## src/rtl/wb_report_queue.sv

```systemverilog
// wb_report_queue
// Snoops the register-file writeback port and queues every write whose
// destination is selected by a programmable mask as a {core, reg, data}
// record. Records drain over a valid/ready handshake. When the queue is
// full and nothing drains, a capture is dropped and counted.
module wb_report_queue #(
  parameter int          CORE        = 0,
  parameter int          DATA_WIDTH  = 32,
  parameter int          DEPTH       = 8,
  parameter logic [31:0] REPORT_MASK = 32'h03FC_0200,
  parameter int          CNT_BITS    = 16
) (
  input  logic                      clock,
  input  logic                      reset,
  input  logic                      write,
  input  logic [4:0]                write_reg,
  input  logic [DATA_WIDTH-1:0]     write_data,
  input  logic                      enable,
  input  logic                      mask_wr,
  input  logic [31:0]               mask_data,
  input  logic                      clear_stats,
  output logic                      out_valid,
  input  logic                      out_ready,
  output logic [1:0]                out_core,
  output logic [4:0]                out_reg,
  output logic [DATA_WIDTH-1:0]     out_data,
  output logic [$clog2(DEPTH):0]    count,
  output logic                      overflow,
  output logic [CNT_BITS-1:0]       drop_count
);

  localparam int PTR_W = $clog2(DEPTH);
  localparam int CNT_W = PTR_W + 1;
  localparam logic [CNT_W-1:0]    DEPTH_C  = CNT_W'(DEPTH);
  localparam logic [CNT_W-1:0]    CNT_ONE  = CNT_W'(1);
  localparam logic [PTR_W-1:0]    PTR_ONE  = PTR_W'(1);
  localparam logic [CNT_BITS-1:0] DROP_ONE = CNT_BITS'(1);
  localparam logic [1:0]          CORE_C   = 2'(CORE);

  // Storage and state
  logic [4:0]            reg_mem_r  [DEPTH];
  logic [DATA_WIDTH-1:0] data_mem_r [DEPTH];
  logic [31:0]           mask_r;
  logic [PTR_W-1:0]      rd_ptr_r;
  logic [PTR_W-1:0]      wr_ptr_r;
  logic [CNT_W-1:0]      count_r;
  logic                  out_valid_r;
  logic [4:0]            out_reg_r;
  logic [DATA_WIDTH-1:0] out_data_r;
  logic                  overflow_r;
  logic [CNT_BITS-1:0]   drop_count_r;

  // Next-state terms
  logic                  push_req_s;
  logic                  full_s;
  logic                  pop_s;
  logic                  push_s;
  logic                  drop_s;
  logic [PTR_W-1:0]      rd_ptr_nxt_s;
  logic [PTR_W-1:0]      wr_ptr_nxt_s;
  logic [CNT_W-1:0]      count_nxt_s;
  logic [4:0]            head_reg_nxt_s;
  logic [DATA_WIDTH-1:0] head_data_nxt_s;

  // Decide capture/pop/drop and compute next pointers, count and head record
  always_comb begin
    push_req_s      = write & enable & mask_r[write_reg] & (write_reg != 5'd0);
    full_s          = (count_r == DEPTH_C);
    pop_s           = out_valid_r & out_ready;
    push_s          = push_req_s & (~full_s | pop_s);
    drop_s          = push_req_s & full_s & ~pop_s;
    rd_ptr_nxt_s    = rd_ptr_r;
    wr_ptr_nxt_s    = wr_ptr_r;
    count_nxt_s     = count_r;
    head_reg_nxt_s  = 5'd0;
    head_data_nxt_s = '0;

    if (pop_s) begin
      rd_ptr_nxt_s = rd_ptr_r + PTR_ONE;
    end else begin
      rd_ptr_nxt_s = rd_ptr_r;
    end

    if (push_s) begin
      wr_ptr_nxt_s = wr_ptr_r + PTR_ONE;
    end else begin
      wr_ptr_nxt_s = wr_ptr_r;
    end

    case ({push_s, pop_s})
      2'b10:   count_nxt_s = count_r + CNT_ONE;
      2'b01:   count_nxt_s = count_r - CNT_ONE;
      default: count_nxt_s = count_r;
    endcase

    // The record being written this cycle becomes head only when it lands
    // in the slot the read pointer is about to point at.
    if (count_nxt_s == '0) begin
      head_reg_nxt_s  = 5'd0;
      head_data_nxt_s = '0;
    end else if (push_s && (rd_ptr_nxt_s == wr_ptr_r)) begin
      head_reg_nxt_s  = write_reg;
      head_data_nxt_s = write_data;
    end else begin
      head_reg_nxt_s  = reg_mem_r[rd_ptr_nxt_s];
      head_data_nxt_s = data_mem_r[rd_ptr_nxt_s];
    end
  end

  // Record storage; contents are only meaningful between the pointers
  always_ff @(posedge clock) begin
    if (push_s) begin
      reg_mem_r[wr_ptr_r]  <= write_reg;
      data_mem_r[wr_ptr_r] <= write_data;
    end
  end

  // Queue control, registered head record and capture mask
  always_ff @(posedge clock or negedge reset) begin
    if (!reset) begin
      mask_r      <= REPORT_MASK;
      rd_ptr_r    <= '0;
      wr_ptr_r    <= '0;
      count_r     <= '0;
      out_valid_r <= 1'b0;
      out_reg_r   <= 5'd0;
      out_data_r  <= '0;
    end else begin
      if (mask_wr) begin
        mask_r <= mask_data;
      end
      rd_ptr_r    <= rd_ptr_nxt_s;
      wr_ptr_r    <= wr_ptr_nxt_s;
      count_r     <= count_nxt_s;
      out_valid_r <= (count_nxt_s != '0);
      out_reg_r   <= head_reg_nxt_s;
      out_data_r  <= head_data_nxt_s;
    end
  end

  // Drop statistics; a clear wins over a drop in the same cycle
  always_ff @(posedge clock or negedge reset) begin
    if (!reset) begin
      overflow_r   <= 1'b0;
      drop_count_r <= '0;
    end else if (clear_stats) begin
      overflow_r   <= 1'b0;
      drop_count_r <= '0;
    end else if (drop_s) begin
      overflow_r <= 1'b1;
      if (!(&drop_count_r)) begin
        drop_count_r <= drop_count_r + DROP_ONE;
      end
    end
  end

  assign out_valid  = out_valid_r;
  assign out_core   = CORE_C;
  assign out_reg    = out_reg_r;
  assign out_data   = out_data_r;
  assign count      = count_r;
  assign overflow   = overflow_r;
  assign drop_count = drop_count_r;

endmodule

```

## config.mk

```make
export PLATFORM = sky130hd
export DESIGN_NAME = wb_report_queue
export DESIGN_NICKNAME = d
export VERILOG_FILES = /design/src/rtl/wb_report_queue.sv
export SDC_FILE = /design/constraint.sdc
export NUM_CORES = 1
export LEC_CHECK = 0
export CAP_MARGIN = 15
export CORE_ASPECT_RATIO = 1.5
export CORE_MARGIN = 5
export CORE_UTILIZATION = 45
export CTS_CLUSTER_DIAMETER = 120
export DETAILED_ROUTE_END_ITERATION = 16
export GPL_TIMING_DRIVEN = 0
export PLACE_DENSITY_LB_ADDON = 0.1
export REMOVE_ABC_BUFFERS = 1
export SKIP_LAST_GASP = 1
export SLEW_MARGIN = 25
export SYNTH_ARGS = -nofsm -noshare
export SYNTH_HDL_FRONTEND = slang
export SYNTH_SLANG_ARGS = --single-unit
```

## constraint.sdc

```tcl
create_clock -name clock -period 17.03 [get_ports clock]
set_input_delay 3.406 -clock clock [delete_from_list [all_inputs] [get_ports clock]]
set_output_delay 3.406 -clock clock [all_outputs]
set_load 0.02 [all_outputs]
```

==> impl_metrics.env <==
export IMPL_status="finished clean"
export IMPL_wl_met2_um=18900
export IMPL_initial_core_util_pct=45.5
export IMPL_synth_async_sr_flop_share_pct=24.7
export IMPL_drc=0
export IMPL_slew_viol_final=0
export IMPL_final_common_cell="edfxtp_1"
export IMPL_ir_drop_uv=119
export IMPL_tritoncts="done"
export IMPL_critPathLaunch="write_reg[1]"
export IMPL_synth_area_um2=15900
export IMPL_wl_met1_um=14500
export IMPL_wl_met3_um=1850
export IMPL_crit_type="in -> reg"
export IMPL_coreArea_um2=35000
export IMPL_grt_max_degree=62
export IMPL_synth_edf_count=296
export IMPL_cap_viol_max_count=0
export IMPL_io_buffers=134
export IMPL_ys_warn_count=0
export IMPL_wirelength_um=35900
export IMPL_dr_pass1_iters=5
export IMPL_vias_per_cell=5.46
export IMPL_gp_congestion=0.748
export IMPL_worst_clock_skew_ns=0.0169
export IMPL_avgSynthCellArea_um2=17.3
export IMPL_start_kind="primary input"
export IMPL_die_area_um2=39300
export IMPL_post_cts_repair_setup_buffers=0
export IMPL_drtIter0Drc=586
export IMPL_htreeDepth=2
export IMPL_clkTransAtPathRegs_ns=0.06
export IMPL_critPathRequiredTime_ns=17.41
export IMPL_grt_pass1_vias=9401
export IMPL_wl_per_cell_um=22.3
export IMPL_clkSinkCount=393
export IMPL_ioPinCount=137
export IMPL_synth_main_ff_cell="edfxtp_1"
export IMPL_grt_first_pass_wirelength_um=56000
export IMPL_power_density_nw_per_um2=168
export IMPL_maxSlewHeadroom_pct=50.9
export IMPL_cts_buffers=40
export IMPL_min_period_ns=7.59
export IMPL_ctsResizeCount=0
export IMPL_ys_types=45
export IMPL_finalCritPeriodShare_pct=44.5
export IMPL_tns_ns=0
export IMPL_finalHoldViolCount=0
export IMPL_clockRootBuffer="clkbuf_16"
export IMPL_holdPathStages=2
export IMPL_top_layer_used="met5"
export IMPL_power_leakage_nw=6.92
export IMPL_top_register="data_mem_r"
export IMPL_ys_ff_latch=393
export IMPL_dr_total_vias=8787
export IMPL_rsz0062_at_grt="no"
export IMPL_syn_inst=922
export IMPL_worst_pin_slew_ns=0.734
export IMPL_worstPathArrival_ns=7.96
export IMPL_antenna_found_initial=1
export IMPL_clockBufferDepth=3
export IMPL_fp_row_count=84
export IMPL_cts_hold_buffers=0
export IMPL_finalSetupViolCount=0
export IMPL_power_total_mw=3.32
export IMPL_ant_nets=0
export IMPL_die_w_um=164
export IMPL_largest_reg_flops=256
export IMPL_hold_start="overflow"
export IMPL_fin_nets=1188
export IMPL_syn_to_final_growth_pct=24.1
export IMPL_fmax_ghz=0.132
export IMPL_hold_class="reg -> reg"
export IMPL_overflow=0
export IMPL_clk_latency_ns=0.53
export IMPL_dp_hpwl_um=23900
export IMPL_n_antenna_cell=0
export IMPL_most_common_layout_cells="edfxtp_1 (296), clkdlybuf4s50_1 (131), nand2_1 (126)"
export IMPL_rr_worst_depth=15
export IMPL_synth_seq_area_share_pct=71.2
export IMPL_drive_above_1_share_pct=22.8
export IMPL_setup_worst_path_end_class="register"
export IMPL_fp_dieH_um=240
export IMPL_reg_largest_list="data_mem_r x256, reg_mem_r x40"
export IMPL_critPathMaxFanout=19
export IMPL_r2r_start="mask_r[3]"
export IMPL_grt_use_total_pct=18.8
==> critical path, stage by stage <==
cell,delay [ns]
clkdlybuf4s50_1,0.85
mux4_2,0.39
mux2i_1,0.28
nor2_1,0.09
nand4b_4,0.39
or2_2,0.42
inv_1,0.08
ha_1,0.23
a21o_1,0.17
a21oi_1,0.19
nor3_1,0.07
mux2i_1,0.35
xor2_4,0.46
buf_16,0.22
buf_16,0.17
a31oi_1,0.16
==> per-layer routing <==
metal	GRT usage, %	vias to the layer above
met5	0	-
met4	4.76	2
met3	3.64	47
met2	33.2	204
met1	23.9	4596
li1	-	3938
==> worst paths after layout <==
check / slack (ns) / end
setup / recovery: 9.44 / out_data[8]
hold / removal: 0.50 / overflow
setup reg to reg: 12.73 / out_data[8]
hold reg to reg: 0.50 / overflow
max in group asynchronous: 13.56 / mask_r[9]
min in group asynchronous: 2.77 / out_data[14]
==> cells in the mapped netlist (all sizes together) (6+ instances only) <==
cell | instances | share of area [%]
a21oi | 14 | 0.44
a31oi | 37 | 1.5
buf | 34 | 1.4
clkbuf | 23 | 0.57
dfrtp | 88 | 14
dfstp | 9 | 1.5
edfxtp | 296 | 56
inv | 12 | 0.28
mux2 | 35 | 2.5
mux2i | 55 | 3.5
mux4 | 76 | 11
nand2 | 126 | 3.0
nand3 | 18 | 0.60
nor2 | 12 | 0.28
nor3 | 7 | 0.22
o21ai | 11 | 0.35
or3 | 9 | 0.35
or4 | 6 | 0.28
xnor2 | 7 | 0.39
xor2 | 6 | 0.33
==> report_power, final <==
group / internal, mW / total, mW / switching (mW) / leakage, nW
logic: 0.623 / 1.31 / 0.684 / 2.47
registers: 1.14 / 1.18 / 0.0440 / 3.85
clock network: 0.481 / 0.830 / 0.349 / 0.598
total: 2.24 / 3.32 / 1.08 / 6.92
==> kinds of logic (layout without fill, tap and decap cells) <==
| logic type | after synthesis | count (layout) | share of synthesized area [%] |
|---|---|---|---|
| compound gates | 74 | 74 | 2.86 |
| xor+xnor | 13 | 13 | 0.716 |
| fa+ha+maj | 6 | 6 | 0.519 |
| buf+inv | 69 | 282 | 2.22 |
| flops | 393 | 393 | 71.2 |
| mux | 166 | 166 | 16.7 |
| other cells | 1 | 2 | 0.0236 |
| simple gates | 200 | 200 | 5.76 |
==> metrics by stage <==
step / utilization, % / worst slack [ns] / hold WS (ns) / instances / instance area [um2]
3_5_place_dp: 52.9 / 8.86 / 0.488 / 1537 / 18500
2_1_floorplan: - / 6.56 / 0.475 / 866 / 15600
5_1_grt: 56.4 / 9.20 / 0.523 / 1609 / 19700
3_3_place_gp: 50.1 / 0.628 / 0.485 / 1473 / 17500
4_1_cts: 56.4 / 9.43 / 0.505 / 1609 / 19700
6_report: 56.4 / 9.44 / 0.497 / 1609 / 19700
==> area by class of cell <==
cell class,instances,area (um2)
clock buffers,59,1140
inverters,12,47.5
flip-flops and latches,393,11300
well taps,473,592
multi-input cells,461,4370
fillers,2735,15300
clock inverters,13,93.8
repair buffers,198,2170
No activity file was read; power rests on OpenSTA's default activity.
